==> config.mk <==
export PLATFORM = sky130hd
export DESIGN_NAME = ajuste_param
export DESIGN_NICKNAME = d
export VERILOG_FILES = /design/src/rtl/ajuste_param_pkg.sv /design/src/rtl/ajuste_sat.sv /design/src/rtl/ajuste_param.sv
export SDC_FILE = /design/constraint.sdc
export NUM_CORES = 1
export LEC_CHECK = 0
export CAP_MARGIN = 40
export CORE_UTILIZATION = 25
export DETAILED_ROUTE_END_ITERATION = 8
export GPL_ROUTABILITY_DRIVEN = 0
export HOLD_SLACK_MARGIN = 0.12
export SETUP_SLACK_MARGIN = 0.5
export SLEW_MARGIN = 5
export SYNTH_ARGS = -nofsm -noshare
export SYNTH_HDL_FRONTEND = slang
export SYNTH_SLANG_ARGS = --single-unit
==> constraint.sdc <==
create_clock -name clk -period 6.2 [get_ports clk]
set_input_delay 0.93 -clock clk [delete_from_list [all_inputs] [get_ports clk]]
set_output_delay 0.93 -clock clk [all_outputs]
set_load 0.01 [all_outputs]
==> src/rtl/ajuste_param_pkg.sv <==
// Shared constants for the ajuste_param rescaler: default widths and the
// rounding-mode encoding carried on rnd_en.
package ajuste_param_pkg;

  localparam int IN_W_DEF  = 60;
  localparam int OUT_W_DEF = 18;
  localparam int SH_W_DEF  = 6;
  localparam int CNT_W_DEF = 16;

  typedef enum logic {
    RND_TRUNC   = 1'b0,
    RND_HALF_UP = 1'b1
  } rnd_mode_e;

endpackage

==> src/rtl/ajuste_sat.sv <==
// Combinational range check of the shifted value against the signed OUT_W
// range, followed by saturate or wrap; an illegal shift forces a zero result.
module ajuste_sat
  import ajuste_param_pkg::*;
#(
  parameter int IN_W  = IN_W_DEF,
  parameter int OUT_W = OUT_W_DEF
) (
  input  logic signed [IN_W:0]  val,
  input  logic                  sat_en,
  input  logic                  err,
  output logic [OUT_W-1:0]      y,
  output logic                  ovf
);

  // The value fits when every bit above the OUT_W sign bit copies that sign bit.
  logic fits;
  assign fits = (val[IN_W:OUT_W-1] == {(IN_W-OUT_W+2){val[OUT_W-1]}});

  always_comb begin
    ovf = 1'b0;
    y   = val[OUT_W-1:0];
    if (err) begin
      y = '0;
    end else begin
      ovf = !fits;
      if (!fits && sat_en) begin
        y = val[IN_W] ? {1'b1, {(OUT_W-1){1'b0}}} : {1'b0, {(OUT_W-1){1'b1}}};
      end
    end
  end

endmodule

==> src/rtl/ajuste_param.sv <==
// Two-stage valid/ready rescaler: S1 rounds and arithmetic-shifts the raw
// product, S2 range-checks, saturates or wraps, and counts saturation events.
module ajuste_param
  import ajuste_param_pkg::*;
#(
  parameter int IN_W  = IN_W_DEF,
  parameter int OUT_W = OUT_W_DEF,
  parameter int SH_W  = SH_W_DEF,
  parameter int CNT_W = CNT_W_DEF
) (
  input  logic             clk,
  input  logic             rst,
  input  logic             in_valid,
  output logic             in_ready,
  input  logic [IN_W-1:0]  r,
  input  logic [SH_W-1:0]  s,
  input  logic             rnd_en,
  input  logic             sat_en,
  output logic             out_valid,
  input  logic             out_ready,
  output logic [OUT_W-1:0] y,
  output logic             ovf,
  output logic             err,
  input  logic             sat_clr,
  output logic [CNT_W-1:0] sat_cnt
);

  // Handshake: a word moves across an interface on a cycle where valid and
  // ready are both high; valid never depends on ready, and in_ready depends
  // only on stage occupancy and out_ready, never on in_valid.

  localparam int              MAX_S   = IN_W - OUT_W;
  localparam logic [CNT_W-1:0] CNT_MAX = '1;

  logic                s1_valid;
  logic signed [IN_W:0] s1_val;
  logic                s1_sat_en;
  logic                s1_err;
  logic                s2_sat_en;
  logic                s2_load;

  logic                 s_err;
  rnd_mode_e            rnd_mode;
  logic signed [IN_W:0] rnd_add;
  logic signed [IN_W:0] sum;
  logic signed [IN_W:0] shifted;
  logic [OUT_W-1:0]     sat_y;
  logic                 sat_ovf;

  assign s2_load  = !out_valid || out_ready;
  assign in_ready = !s1_valid || s2_load;

  assign s_err    = (int'(s) > MAX_S);
  assign rnd_mode = rnd_mode_e'(rnd_en);

  // One extra bit of headroom keeps the half-up add from ever wrapping.
  always_comb begin
    rnd_add = '0;
    if (rnd_mode == RND_HALF_UP && s != '0 && !s_err) begin
      rnd_add = (IN_W+1)'(1) << (s - 1'b1);
    end
    sum     = $signed({r[IN_W-1], r}) + rnd_add;
    shifted = sum >>> s;
  end

  always_ff @(posedge clk or posedge rst) begin
    if (rst) begin
      s1_valid  <= 1'b0;
      s1_val    <= '0;
      s1_sat_en <= 1'b0;
      s1_err    <= 1'b0;
    end else begin
      if (in_ready) begin
        s1_valid <= in_valid;
      end
      if (in_ready && in_valid) begin
        s1_val    <= shifted;
        s1_sat_en <= sat_en;
        s1_err    <= s_err;
      end
    end
  end

  ajuste_sat #(
    .IN_W  (IN_W),
    .OUT_W (OUT_W)
  ) u_sat (
    .val    (s1_val),
    .sat_en (s1_sat_en),
    .err    (s1_err),
    .y      (sat_y),
    .ovf    (sat_ovf)
  );

  always_ff @(posedge clk or posedge rst) begin
    if (rst) begin
      out_valid <= 1'b0;
      y         <= '0;
      ovf       <= 1'b0;
      err       <= 1'b0;
      s2_sat_en <= 1'b0;
    end else if (s2_load) begin
      out_valid <= s1_valid;
      if (s1_valid) begin
        y         <= sat_y;
        ovf       <= sat_ovf;
        err       <= s1_err;
        s2_sat_en <= s1_sat_en;
      end
    end
  end

  // Clear wins over a coincident saturation event; the count sticks at all-ones.
  always_ff @(posedge clk or posedge rst) begin
    if (rst) begin
      sat_cnt <= '0;
    end else if (sat_clr) begin
      sat_cnt <= '0;
    end else if (out_valid && out_ready && ovf && s2_sat_en && sat_cnt != CNT_MAX) begin
      sat_cnt <= sat_cnt + 1'b1;
    end
  end

endmodule
* Yosys cells after proc, flatten, opt, wreduce, memory -nomap -nowiden
Index checks and enable logic that the tools add are counted.
** Word-level totals
- Word-level logic and storage cells :: 42
- Output and inout port bits :: 38
- Bits of input ports :: 73
- Register bits after elaboration :: 102
** Cells by class
- Equality and inequality tests :: 2
- Add/subtract/negate cells :: 3
- Muxes and demuxes :: 7
- Shift-type cells :: 2
- Reductions and logical operators :: 17
- $lt $le $gt $ge :: 1
** Operators with widths (count)
- $add 60x61->61 :: 1
- $mux 61 :: 1
- $shl 1x6->61 const A :: 1
- $sshr 61x6->61 :: 1
- $mux 18 :: 3
- $eq 43x43->1 :: 1
- $mux 16 :: 2
- $add 16x1->16 const B :: 1
- $ne 16x16->1 const B :: 1
- $logic_and 1x1->1 :: 8
- $gt 6x6->1 const B :: 1
- $reduce_bool 6->1 :: 1
- $sub 6x1->6 const B :: 1
- $logic_not 1->1 :: 4
- $logic_or 1x1->1 :: 2
- $reduce_and 2->1 :: 1
- $reduce_bool 2->1 :: 1
- $mux 1 :: 1

* Longest topological paths before layout
Gate-level depths: netlist of the first run.
- Depth in word-level cells :: 6
- Mapped depth :: 27
- Depth with buffers taken out :: 20

* Modules after synthesis
From an unflattened synthesis of the first run, not the netlist that was laid out.
** Second synthesis, totals
- Cells, all modules :: 2122
- Area total of the unflattened synthesis :: 15168.3 µm²
** By module, submodules not included
- ajuste_param :: cells each 2048, times used 1, area each 14677.8 µm², sequential area each 2552.4 µm²
- ajuste_sat :: cells each 74, times used 1, area each 490.5 µm², sequential area each 0.0 µm²

* Least setup slack after synthesis of the first run
OpenSTA, ideal clock, no wires.
- Path kind :: input-to-reg
- From :: input port s[1]
- To :: register s1_val[18]
- Stages :: 26
- Library setup time :: 127 ps
- Arrival :: 6287 ps
- Buffers on the path :: 6
- Slack :: -213 ps
- Data required time :: 6073 ps
- Cell sequence :: clkbuf_1 clkbuf_1 clkbuf_1 nand2_1 clkbuf_1 a21oi_1 o21ai_0 and2_1 clkbuf_1 nand2_1 nor2_1 nand2_1 nor2_1 ha_1 buf_6 nand4_2 or2_4 a2111oi_4 o311ai_4 a31oi_1 mux2_4 or3_1 mux4_2 a221o_1 a22oi_1 o21ai_1
** On the way
- Longest elaborated chain between the ends :: 6
- Elaborated cells on any way between the ends :: 10
- Those cells by class :: add/sub: 2; order compare: 1; shift: 2; mux: 1; reduce/logical: 4
** RTL lines
- start, declared :: line ajuste_param.sv:16 : input logic [SH_W-1:0] s,
- $gt 6x6->1 / $reduce_bool 6->1 (equally long branches) :: line ajuste_param.sv:53, ajuste_param.sv:59
- $logic_not 1->1 / $logic_and 1x1->1 (equally long branches) :: line ajuste_param.sv:59 : if (rnd_mode == RND_HALF_UP && s != '0 && !s_err) begin
- $logic_and 1x1->1 :: line ajuste_param.sv:59
- $mux 61 :: line ajuste_param.sv:59
- $add 60x61->61 :: line ajuste_param.sv:62 : sum = $signed({r[IN_W-1], r}) + rnd_add;
- $sshr 61x6->61 * :: line ajuste_param.sv:63 : shifted = sum >>> s;
- end signal, assigned :: line ajuste_param.sv:77 : s1_val <= shifted;
- end, declared :: line ajuste_param.sv:36 : logic signed [IN_W:0] s1_val;
Mark *: on every way between the ends. The rest lies on a longest branch, timed or not.
A chain may end at the register's enable or synchronous reset.

* Worst setup path in the final report of the first run
- From :: input port s[1]
- To :: register s1_val[7]
Same word-level chain as after synthesis.

==> impl_table.tex, run 1 <==
\begin{tabular}{lr}
\hline
Metric & Value \\
\hline
\multicolumn{2}{l}{\textbf{Yosys}} \\
Share of the synthesized area in the top cell type & approximately 16\% \\
Cells after synthesis & 2,173 \\
Number of synthesized flops with an enable pin & 0 \\
Top area cells in the synthesized netlist & dfrtp\_1 16\%, nand2\_1 6.1\%, a21oi\_1 5.3\% \\
Yosys warning total & 0 \\
Sequential fraction of the synthesis area & 16.1\% \\
Number of distinct library cells after synthesis & $\sim$110 \\
Flops \& latches, synth & approximately 100 \\
Primary FF master, synth & dfrtp\_1 \\
Area of the mapped netlist & 0.0158 mm² \\
Proportion of register bits with asynchronous set or reset after synthesis & 100\% \\
Leading area contributor after synthesis & dfrtp\_1 \\
Average cell area after synthesis & 7.28 µm² \\
\multicolumn{2}{l}{\textbf{Cells and area}} \\
Fraction of layout instances using a drive strength above 1 & 25.3\% \\
Combined area of the multi-input logic cells & 0.0131 mm² \\
\# fillers & between 6,000 and 7,000 \\
Nets & 2,703 \\
Final standard cell count with taps included and fillers excluded & 3,411 \\
Sequential cell area & $\sim$0.0026 mm² \\
Layout overhead on the synthesized area & 35.6\% \\
\multicolumn{2}{l}{\textbf{Place}} \\
Number of cells in the design after placement & 3,383 \\
Post-detail-place hpwl & 60,900 µm \\
Setup Slack @ Placement & -0.258 ns \\
\# port buffers & 110 \\
\multicolumn{2}{l}{\textbf{Status}} \\
Status & finished, final reports clean \\
\multicolumn{2}{l}{\textbf{Die}} \\
Core region area & $\sim$0.062 mm² \\
Initial standard-cell utilization of the core & 25.5\% \\
Die Span Y & roughly 250 µm \\
Number of standard-cell rows in the floorplan & 91 \\
Die width & 253 µm \\
Die Outline Area & 0.0643 mm² \\
I/O pin total & approximately 110 \\
\multicolumn{2}{l}{\textbf{Hold path}} \\
Worst hold path class & flip-flop to flip-flop \\
\multicolumn{2}{l}{\textbf{Route}} \\
Met2 wire length & 32,600 µm \\
Met1 wire length & 32,100 µm \\
Met3 wire length & 8140 µm \\
Routed vias & 20,410 \\
Number of detailed-route iterations in the first pass & 7 \\
Residual DRC count & 0 \\
Top Layer Used & met4 \\
Antenna-violating nets left & 0 \\
Violation count after the first detailed-routing iteration & 2,665 \\
Wirelength per Cell & 22.4 µm \\
Final Routed Wirelength & about 76,000 µm \\
Vias per Instance & $\sim$6.0 \\
\multicolumn{2}{l}{\textbf{CTS}} \\
TritonCTS clock tree & done \\
CTS root buffer & clkbuf\_16 \\
Clock slew at the register clock pins of the worst setup and hold paths & 0.08 ns \\
Number of levels the H-tree was split into & 3 \\
Insertion delay of the later-clocked pin in the worst-skew pair & between 0.3 and 0.4 ns \\
Count of hold buffers inserted by post-cts repair & 0 \\
Total number of clock tree sinks & 102 \\
TritonCTS buffer count & 9 \\
Clock buffer depth & 2 \\
\multicolumn{2}{l}{\textbf{Power}} \\
Clock network fraction of design power & 17.5\% \\
Internal power of the cells & 0.00186 W \\
Flop pwr share & 27.2\% \\
Combinational cell fraction of total power & 55.3\% \\
Power per standard cell area & 154 mW/mm² \\
Total leakage power & 8.59 nW \\
Worst IR Drop VDD & 0.156 mV \\
Total chip power & 0.00330 W \\
Switching part of the total power & roughly 44\% \\
Net Sw Power & 0.00144 W \\
\multicolumn{2}{l}{\textbf{Global routing}} \\
Total GRT Usage & 22.9\% \\
Wire length of the first global-routing pass & around 110,000 µm \\
Maximum number of pins on one net before global-route repair & 67 \\
GR Overflow Total & 0 \\
Via count of the first global-routing pass & 18,652 \\
Initial antenna violation count & 1 \\
\multicolumn{2}{l}{\textbf{STA}} \\
Min Tclk post-route & $\sim$5.6 ns \\
Final setup margin & 0.577 ns \\
Number of setup violations in the final report & 0 \\
Final count of hold timing violations & 0 \\
Final clock period utilization by the worst path & 90.7\% \\
RSZ-0062 raised after global routing & yes \\
FMAX & 0.178 GHz \\
Tightest Pin Transition & around 0.9 ns \\
Worst-case clock skew & between 0.01 and 0.015 ns \\
Total negative setup slack & 0 ns \\
Rel. slew slack & 39.1\% \\
Slew Limit Fails & 0 \\
Hold Worst Slack & 0.488 ns \\
\multicolumn{2}{l}{\textbf{Critical path}} \\
CP Data Required Time & 6.45 ns \\
Crit-path max FO & 9 \\
Critical path capture point type & flip-flop \\
CP Class & input pin to flip-flop \\
Sort of element at the start of the critical path & input pin \\
Crit path arrival time & 5.87 ns \\
\multicolumn{2}{l}{\textbf{Flow run}} \\
MaxCap Viol Count & 0 \\
\hline
\end{tabular}
## metal layers
layer	vias up	global-route usage [%]
met3	245	3.69
met1	9634	31.9
met5	-	0
li1	9223	-
met2	1308	34.8
met4	0	9.18
## worst max-delay path: stages
cell and delay (ns):
clkbuf_4 0.18, nand2_2 0.14, a21oi_2 0.07, o21ai_2 0.18, and2_4 0.22, buf_4 0.13, buf_4 0.13, nand2_1 0.15
nor4_4 0.22, ha_2 0.29, and4_1 0.27, nand2_1 0.12, nor3_1 0.27, buf_4 0.18, o31a_1 0.28, buf_4 0.18
nor4_2 0.05, nor4b_1 0.30, buf_4 0.21, a21o_1 0.14, mux2i_1 0.11, a211oi_1 0.33, buf_4 0.18, o221ai_1 0.23
a221o_1 0.35
## kinds of logic after synthesis
group / after synthesis / synth area share (%)
buf+inv: 196 / 5.10
compound gates: 792 / 35.4
simple gates: 873 / 27.0
mux: 97 / 8.53
other cells: 1 / 0.0237
xor+xnor: 50 / 2.82
fa+ha+maj: 62 / 4.95
flops: 102 / 16.1
## cell usage after synthesis (all sizes together), types with 11 or more instances
master,instances
o211ai,44
dfrtp,102
a31oi,32
or2,11
clkbuf,93
mux2i,44
or3,28
o31ai,24
xor2,25
nand2,257
a221oi,21
o22ai,18
nor2,219
nor4,28
o311ai,12
inv,40
and3,33
o21ai,151
o21a,24
o2111ai,18
buf,62
and4,26
nand3,60
a2111oi,13
o221ai,14
mux4,27
mux2,26
a2bb2oi,11
nand4,62
a22oi,12
and2,19
xnor2,25
a211o,17
ha,61
nand2b,14
a21o,33
a21oi,172
a211oi,40
a22o,23
nor3,86
## cell type report
class | instances | share of cell area [%]
tap | 837 | 4.89
multi-input combinational | 1892 | 61.3
clock buffer | 9 | 1.05
clock inverter | 7 | 0.350
sequential | 102 | 11.9
inverter | 41 | 0.741
antenna | 1 | 0.0117
timing repair buffer | 522 | 19.7
## sequential cells by signal (all words and copies together) (netlist names)
signal     cells
out_valid      1
sat_cnt       16
s2_sat_en      1
s1_val        61
y             18
err            1
s1_sat_en      1
s1_valid       1
s1_err         1
ovf            1
## metrics by stage
step                util (%)  area (µm²)
floorplan                  -       16000
global placement        33.0       20500
detailed placement      33.0       20500
CTS                     33.7       20900
global route            34.5       21400
finish                  34.5       21400
## layout by cell type, fill, tap and decap left out, types with 25 or more instances in the layout
master / synthesis / final
nand4_1: 61 / 61
dfrtp_1: 102 / 102
o21ai_0: 131 / 124
nand3_1: 59 / 54
mux2i_1: 44 / 44
ha_1: 61 / 53
a21o_1: 33 / 33
clkdlybuf4s50_1: 0 / 103
a21oi_1: 167 / 156
o211ai_1: 43 / 43
and3_1: 32 / 31
mux4_2: 27 / 27
inv_1: 40 / 35
nor3_1: 83 / 77
nor2_1: 219 / 210
buf_4: 3 / 405
or3_1: 27 / 26
a31oi_1: 31 / 28
xor2_1: 25 / 25
a211oi_1: 40 / 32
nand2_1: 256 / 247
## power by group through the flow
stage / logic, W / registers, W / clock network (W)
6_report: 0.00182 / 0.000898 / 0.000577
5_1_grt: 0.00193 / 0.000913 / 0.000608
4_1_cts: 0.00171 / 0.000895 / 0.000583
3_5_place_dp: 0.00170 / 0.000907 / 0
3_3_place_gp: 0.00169 / 0.000902 / 0
2_1_floorplan: 0.000947 / 0.000887 / 0
## path summary, 6_finish.rpt
path / startpoint / end / cells after the start / slack, ns
worst min register to register: s1_valid / out_valid / 1 / 0.49
max in group asynchronous: rst / s1_val[30] / 3 / 4.07
worst max-delay path: s[1] / s1_val[7] / 25 / 0.58
worst max register to register: s1_val[17] / y[14] / 9 / 3.23
worst min-delay path: s1_valid / out_valid / 1 / 0.49
min in group asynchronous: rst / sat_cnt[11] / 2 / 1.00
## repair_timing
action / CTS / global route
hold endpoints to repair: 0 / 0
cloned: 0 / 0
gates resized for setup: 26 / 101
setup buffers: 3 / 8
pin swaps: 4 / 29
endpoints found under the setup margin: 48 / 55
Power figures use the tool's default switching activity.
==> run 2: changes to the inputs <==
- REMOVE_ABC_BUFFERS: not set -> 1
- SYNTH_HIERARCHICAL: not set -> 1
==> run 2 against run 1 <==
Net effect: hold slack improved by 0.011 ns; non-clock buffer count is 59 lower; highest routed layer is now met5; clock power rose by 4.3%; fmax fell by 0.99%; largest power group unchanged; sequential power rose by 2%; combinational power fell by 8%; largest cell class unchanged; critical path depth decreased by 5; synthesized cell count shrank 2.3%; core utilization down 1.2 points.
==> impl_table.tex, run 2 <==
\begin{tabular}{lr}
\hline
Metric & Value \\
\hline
\multicolumn{2}{l}{\textbf{Status}} \\
Status & finished, final reports clean \\
\multicolumn{2}{l}{\textbf{Critical path}} \\
Crit path arrival time & 5.89 ns \\
Longest individual stage delay on the worst path & 0.52 ns \\
Internal reg-to-reg setup slack & 3.30 ns \\
Critical Path Slowest Stage Cell & or4\_1 \\
Crit-path max FO & 7 \\
CP Class & input pin to flip-flop \\
Cell chain of the critical path & buf\_2 > clkinvlp\_4 > nor2\_1 > nand4\_1 > nor2\_1 > ha\_1 > nand4\_1 > buf\_4 > o211ai\_1 > a21oi\_1 > a2111oi\_0 > buf\_4 > or4\_1 > nand2\_2 > mux2i\_1 > o211a\_1 > or3\_1 > buf\_4 > a22oi\_1 > a31oi\_1 \\
Cell seen most often among critical-path stages & buf\_4 \\
Critical path capture point type & flip-flop \\
Sort of element at the start of the critical path & input pin \\
CP Data Required Time & 6.41 ns \\
Worst R2R Path Depth & 6 \\
Worst r2r dst & y[6] \\
RR Startpoint & s1\_val[17] \\
\multicolumn{2}{l}{\textbf{STA}} \\
Total negative setup slack & 0 ns \\
Min Tclk post-route & 5.68 ns \\
Rel. slew slack & between 40\% and 50\% \\
Slew Limit Fails & 0 \\
Tightest Pin Transition & 0.818 ns \\
Worst-case clock skew & 0.0138 ns \\
Final setup margin & between 0.5 and 0.6 ns \\
Final count of hold timing violations & 0 \\
FMAX & roughly 0.18 GHz \\
Final clock period utilization by the worst path & 91.6\% \\
RSZ-0062 raised after global routing & yes \\
Number of setup violations in the final report & 0 \\
\multicolumn{2}{l}{\textbf{Hold path}} \\
Worst hold path class & flip-flop to flip-flop \\
Worst-case hold path end point & out\_valid \\
Beginning of the worst hold path & s1\_valid \\
Cell count of the worst hold path & 1 \\
\multicolumn{2}{l}{\textbf{Route}} \\
Antenna-violating nets left & 0 \\
Violation count after the first detailed-routing iteration & 2,370 \\
Final Routed Wirelength & 72,500 µm \\
Wirelength per Cell & 22.4 µm \\
Routed vias & 19,590 \\
Number of detailed-route iterations in the first pass & 7 \\
Residual DRC count & 0 \\
Vias per Instance & 6.05 \\
\multicolumn{2}{l}{\textbf{Cells and area}} \\
Layout overhead on the synthesized area & 30.9\% \\
Final core utilization & 33.4\% \\
Commonest cells after routing, fill and taps aside & 349 x buf\_4, 241 x nor2\_1, 233 x nand2\_1 \\
Fraction of layout instances using a drive strength above 1 & 20.8\% \\
Nets & 2,597 \\
Final Instance Area & 0.0198 mm² \\
Reg with most FFs & s1\_val \\
Diodes inserted & 0 \\
Registers with the most flip-flops & s1\_val: 61 flops, y: 18 flops, sat\_cnt: 16 flops \\
Commonest non-fill, non-tap cell in the layout & buf\_4 \\
Number of flip-flops under the largest register name & 61 \\
\multicolumn{2}{l}{\textbf{Place}} \\
Post-detail-place hpwl & just under 60,000 µm \\
\# port buffers & 110 \\
Total placed instance area & 0.0193 mm² \\
Setup Slack @ Placement & -0.252 ns \\
\multicolumn{2}{l}{\textbf{CTS}} \\
Clock slew at the register clock pins of the worst setup and hold paths & approximately 0.08 ns \\
TritonCTS buffer count & 9 \\
Number of levels the H-tree was split into & 3 \\
TritonCTS clock tree & done \\
Total number of clock tree sinks & 102 \\
Insertion delay of the later-clocked pin in the worst-skew pair & 0.34 ns \\
CTS root buffer & clkbuf\_16 \\
Clock buffer depth & 2 \\
\multicolumn{2}{l}{\textbf{Global routing}} \\
Wire length of the first global-routing pass & about 110,000 µm \\
GR Overflow Total & 0 \\
Total GRT Usage & 22.8\% \\
Initial antenna violation count & 1 \\
Maximum number of pins on one net before global-route repair & 66 \\
Via count of the first global-routing pass & 17,840 \\
\multicolumn{2}{l}{\textbf{Yosys}} \\
Sequential fraction of the synthesis area & 16.8\% \\
Flops \& latches, synth & 102 \\
Synth top cells by count & 244 x nor2\_1, 235 x nand2\_1, 169 x a21oi\_1 \\
Yosys warning total & 6 \\
Area of the mapped netlist & 0.0152 mm² \\
Leading cell type by number of instances after synthesis & nor2\_1 \\
Top area cells in the synthesized netlist & dfrtp\_1 17\%, nor2\_1 6.0\%, nand2\_1 5.8\% \\
Share of the synthesized area in the top cell type & 16.8\% \\
Average cell area after synthesis & slightly above 7 µm² \\
Primary FF master, synth & dfrtp\_1 \\
Leading area contributor after synthesis & dfrtp\_1 \\
Proportion of register bits with asynchronous set or reset after synthesis & 100\% \\
Number of synthesized flops with an enable pin & 0 \\
Number of distinct library cells after synthesis & 97 \\
Cells after synthesis & 2,122 \\
\multicolumn{2}{l}{\textbf{Die}} \\
Die Span Y & about 250 µm \\
Initial standard-cell utilization of the core & between 20 and 30\% \\
Die width & 248 µm \\
Core region area & just under 0.06 mm² \\
Number of standard-cell rows in the floorplan & 89 \\
Die Outline Area & 0.0617 mm² \\
I/O pin total & 111 \\
\multicolumn{2}{l}{\textbf{Power}} \\
Worst IR Drop VDD & 0.124 mV \\
Total leakage power & 8.09 nW \\
Power per standard cell area & $\sim$160 mW/mm² \\
\multicolumn{2}{l}{\textbf{Flow run}} \\
MaxCap Viol Count & 0 \\
\hline
\end{tabular}
-- run 2: logic make-up (layout without fill, tap and decap cells) --
family | Yosys count | in the layout | share of synthesized area, %
other | 1 | 18 | 0.0247
multiplexers | 93 | 93 | 7.83
flip-flops | 102 | 102 | 16.8
XOR/XNOR | 46 | 46 | 2.66
AO/OA/AOI/OAI | 780 | 780 | 35.7
AND/OR/NAND/NOR | 858 | 858 | 26.9
adder cells (fa/ha/maj) | 62 | 62 | 5.16
buffers and inverters | 180 | 508 | 4.91
-- run 2: power breakdown --
part / leakage [nW] / internal [W] / switching (W) / total [W]
logic: 6.70 / 0.000729 / 0.000949 / 0.00168
clock network: 0.153 / 0.000332 / 0.000270 / 0.000602
registers: 1.24 / 0.000800 / 0.000114 / 0.000913
total: 8.09 / 0.00186 / 0.00133 / 0.00319
-- run 2: layer usage --
metal	global-route usage [%]	routed length, µm
met5	0	13
met4	9.58	3540
met3	3.20	7780
met2	35.2	31300
met1	31.4	29900
-- run 2: cell type report --
cell class                 instances  area [µm²]
sequential                       102        2550
clock buffer                      10         239
tap                              773         967
clock inverter                     6        77.6
multi-input combinational       1857       12100
inverter                          29         115
timing repair buffer             463        3780
fill                            6487       39600
-- run 2: timing repair --
action | 4_1_cts | 5_1_grt
setup endpoints to repair | 55 | 58
buffers inserted | 0 | 4
pin swaps | 0 | 4
gates resized for setup | 10 | 46
hold buffers | 0 | 0
-- run 2: worst max-delay path by stage --
stage                     start    endpoint  slack, ns  cells past startpoint
final                      s[3]   s1_val[8]       0.52                     20
after global routing       s[3]   s1_val[7]       0.46                     22
after CTS                  s[0]   s1_val[0]       0.50                     22
after detailed placement   s[5]  s1_val[45]      -0.25                     22
after global placement     s[5]  s1_val[45]      -0.24                     22
after floorplan            s[1]  s1_val[13]      -0.09                     15
-- run 2: through the flow --
stage / total power, W / hold WS [ns] / std cells
floorplan: 0.00173 / 0.449 / 1988
global placement: 0.00250 / 0.468 / 3218
detailed placement: 0.00252 / 0.482 / 3220
CTS: 0.00313 / 0.500 / 3236
global route: 0.00335 / 0.531 / 3240
finish: 0.00319 / 0.499 / 3240
-- run 2: critical path: cells and delay by family --
family,cells,cell delay [ns]
and+or+nand+nor,7,2.06
AOI/OAI and AO/OA,6,1.51
muxes,1,0.09
adders and majority gates,1,0.33
buffers and inverters,5,0.93
==> run 3: changes to the inputs <==
- REMOVE_ABC_BUFFERS: 1 -> not set
==> run 3 against run 2 <==
Net effect: hold slack improved by 0.0038 ns; clock power rose by 6.6%; die area did not move; cell count fell by 1.3%; critical path type unchanged; largest power group unchanged.
==> impl_table.tex, run 3 (synthesis results as in run 2) <==
\begin{tabular}{lr}
\hline
Metric & Value \\
\hline
\multicolumn{2}{l}{\textbf{Route}} \\
Violation count after the first detailed-routing iteration & 2,781 \\
Routed vias & about 19,000 \\
Vias per Instance & 6.05 \\
Antenna-violating nets left & 0 \\
Final Routed Wirelength & about 72,000 µm \\
Residual DRC count & 0 \\
Number of detailed-route iterations in the first pass & 8 \\
Wirelength per Cell & 22.5 µm \\
\multicolumn{2}{l}{\textbf{Die}} \\
Die width & 248 µm \\
I/O pin total & 111 \\
Number of standard-cell rows in the floorplan & 89 \\
Core region area & 0.0595 mm² \\
Die Span Y & 248 µm \\
Die Outline Area & $\sim$0.062 mm² \\
Initial standard-cell utilization of the core & 25.5\% \\
\multicolumn{2}{l}{\textbf{Global routing}} \\
Met3 track utilization from global routing & 3.54\% \\
Most utilized layer in the global route result & met2 \\
Wire length of the first global-routing pass & $\sim$110,000 µm \\
GR Overflow Total & 0 \\
Via count of the first global-routing pass & 17,600 \\
Initial antenna violation count & 0 \\
Met1 Use GR & 31.0\% \\
Total GRT Usage & 22.6\% \\
Maximum number of pins on one net before global-route repair & 80 \\
Met2 capacity usage during global routing & 34.5\% \\
\multicolumn{2}{l}{\textbf{Status}} \\
Status & finished, final reports clean \\
\multicolumn{2}{l}{\textbf{Flow run}} \\
MaxCap Viol Count & 0 \\
\multicolumn{2}{l}{\textbf{CTS}} \\
Clock slew at the register clock pins of the worst setup and hold paths & 0.07 ns \\
TritonCTS buffer count & 9 \\
Number of levels the H-tree was split into & 3 \\
Clock buffer depth & 2 \\
Total number of clock tree sinks & $\sim$100 \\
Insertion delay of the later-clocked pin in the worst-skew pair & 0.34 ns \\
TritonCTS clock tree & done \\
CTS root buffer & clkbuf\_16 \\
\multicolumn{2}{l}{\textbf{STA}} \\
Final clock period utilization by the worst path & around 91\% \\
Rel. slew slack & 43.2\% \\
Total negative setup slack & 0 ns \\
FMAX & about 0.18 GHz \\
Final count of hold timing violations & 0 \\
Slew Limit Fails & 0 \\
RSZ-0062 raised after global routing & yes \\
Worst-case clock skew & 0.0110 ns \\
Tightest Pin Transition & 0.844 ns \\
Min Tclk post-route & between 5 and 6 ns \\
Number of setup violations in the final report & 0 \\
Hold Worst Slack & 0.502 ns \\
\multicolumn{2}{l}{\textbf{Cells and area}} \\
Registers with the most flip-flops & s1\_val: 61 flops, y: 18 flops, sat\_cnt: 16 flops \\
Fraction of layout instances using a drive strength above 1 & 20.2\% \\
Final core utilization & around a third \\
Nets & 2,557 \\
Layout overhead on the synthesized area & 30.0\% \\
Commonest cells after routing, fill and taps aside & 309 x buf\_4, 243 x nor2\_1, 235 x nand2\_1 \\
Final Instance Area & 0.0197 mm² \\
Number of flip-flops under the largest register name & about 60 \\
Reg with most FFs & s1\_val \\
Diodes inserted & 0 \\
Commonest non-fill, non-tap cell in the layout & buf\_4 \\
\multicolumn{2}{l}{\textbf{Power}} \\
Worst IR Drop VDD & 0.119 mV \\
Total leakage power & approximately 7.9 nW \\
Power per standard cell area & 162 mW/mm² \\
\multicolumn{2}{l}{\textbf{Critical path}} \\
CP Class & input pin to flip-flop \\
Sort of element at the start of the critical path & input pin \\
Crit-path max FO & 8 \\
Crit path arrival time & 5.91 ns \\
CP Data Required Time & 6.46 ns \\
Critical path capture point type & flip-flop \\
\multicolumn{2}{l}{\textbf{Place}} \\
\# port buffers & 110 \\
Total placed instance area & 0.0190 mm² \\
Post-detail-place hpwl & 58,200 µm \\
\multicolumn{2}{l}{\textbf{Hold path}} \\
Worst hold path class & flip-flop to flip-flop \\
\hline
\end{tabular}
## run 3: repair_timing
action                                  4_1_cts  5_1_grt
hold buffers                                  0        0
endpoints found under the setup margin       59       57
setup buffers                                 1        4
resized for setup                            14       72
endpoints found under the hold margin         0        0
pin swaps                                     1        9
## run 3: worst max-delay path, stage by stage
cell and delay (ns):
clkbuf_4 0.20, inv_2 0.13, a21oi_1 0.07, nor2_1 0.19
buf_4 0.16, nand3_1 0.21, nor4_4 0.31, buf_4 0.17
ha_1 0.28, nand4_1 0.20, buf_4 0.18, nor3_1 0.34
and3_1 0.32, o211ai_1 0.12, buf_4 0.16, nand3_1 0.15
a21o_1 0.28, a211oi_1 0.14, buf_4 0.21, o311ai_0 0.65
a21oi_1 0.23, o31ai_1 0.27
## run 3: cell type report
type	instances	area, µm²
Clock buffer	9	225
Clock inverter	6	111
Sequential cell	102	2550
Timing Repair Buffer	423	3470
Multi-Input combinational cell	1857	12300
Inverter	29	115
Fill cell	6433	39700
Tap cell	773	967
## run 3: final timing paths
check	start	slack, ns	to	depth (start not counted)
worst max-delay path	s[2]	0.55	s1_val[18]	22
worst min-delay path	s1_valid	0.50	out_valid	1
worst max register to register	s1_val[17]	3.21	y[0]	6
worst min register to register	s1_valid	0.50	out_valid	1
max in group asynchronous	rst	3.97	y[7]	3
min in group asynchronous	rst	0.99	s1_val[38]	2
## run 3: power by group
group | total (W) | leakage, nW | internal [W] | switching (W)
Sequential | 0.000913 | 1.24 | 0.000800 | 0.000113
Clock | 0.000642 | 0.161 | 0.000393 | 0.000250
Combinational | 0.00164 | 6.52 | 0.000705 | 0.000936
Total | 0.00320 | 7.92 | 0.00190 | 0.00130
## run 3: per-stage QoR
stage	cells	power, W	setup slack [ns]
floorplan	2139	0.00179	0.505
global route	3199	0.00336	0.462
finish	3199	0.00320	0.548
CTS	3195	0.00312	0.507
global placement	3176	0.00245	-0.393
detailed placement	3179	0.00247	-0.411
## run 3: per-layer routing
| layer | wire length [µm] | share of wire (%) |
|---|---|---|
| met1 | 29900 | 41 |
| met2 | 31300 | 43 |
| met3 | 7480 | 10 |
| met4 | 3340 | 4.6 |
| met5 | 0 | 0 |
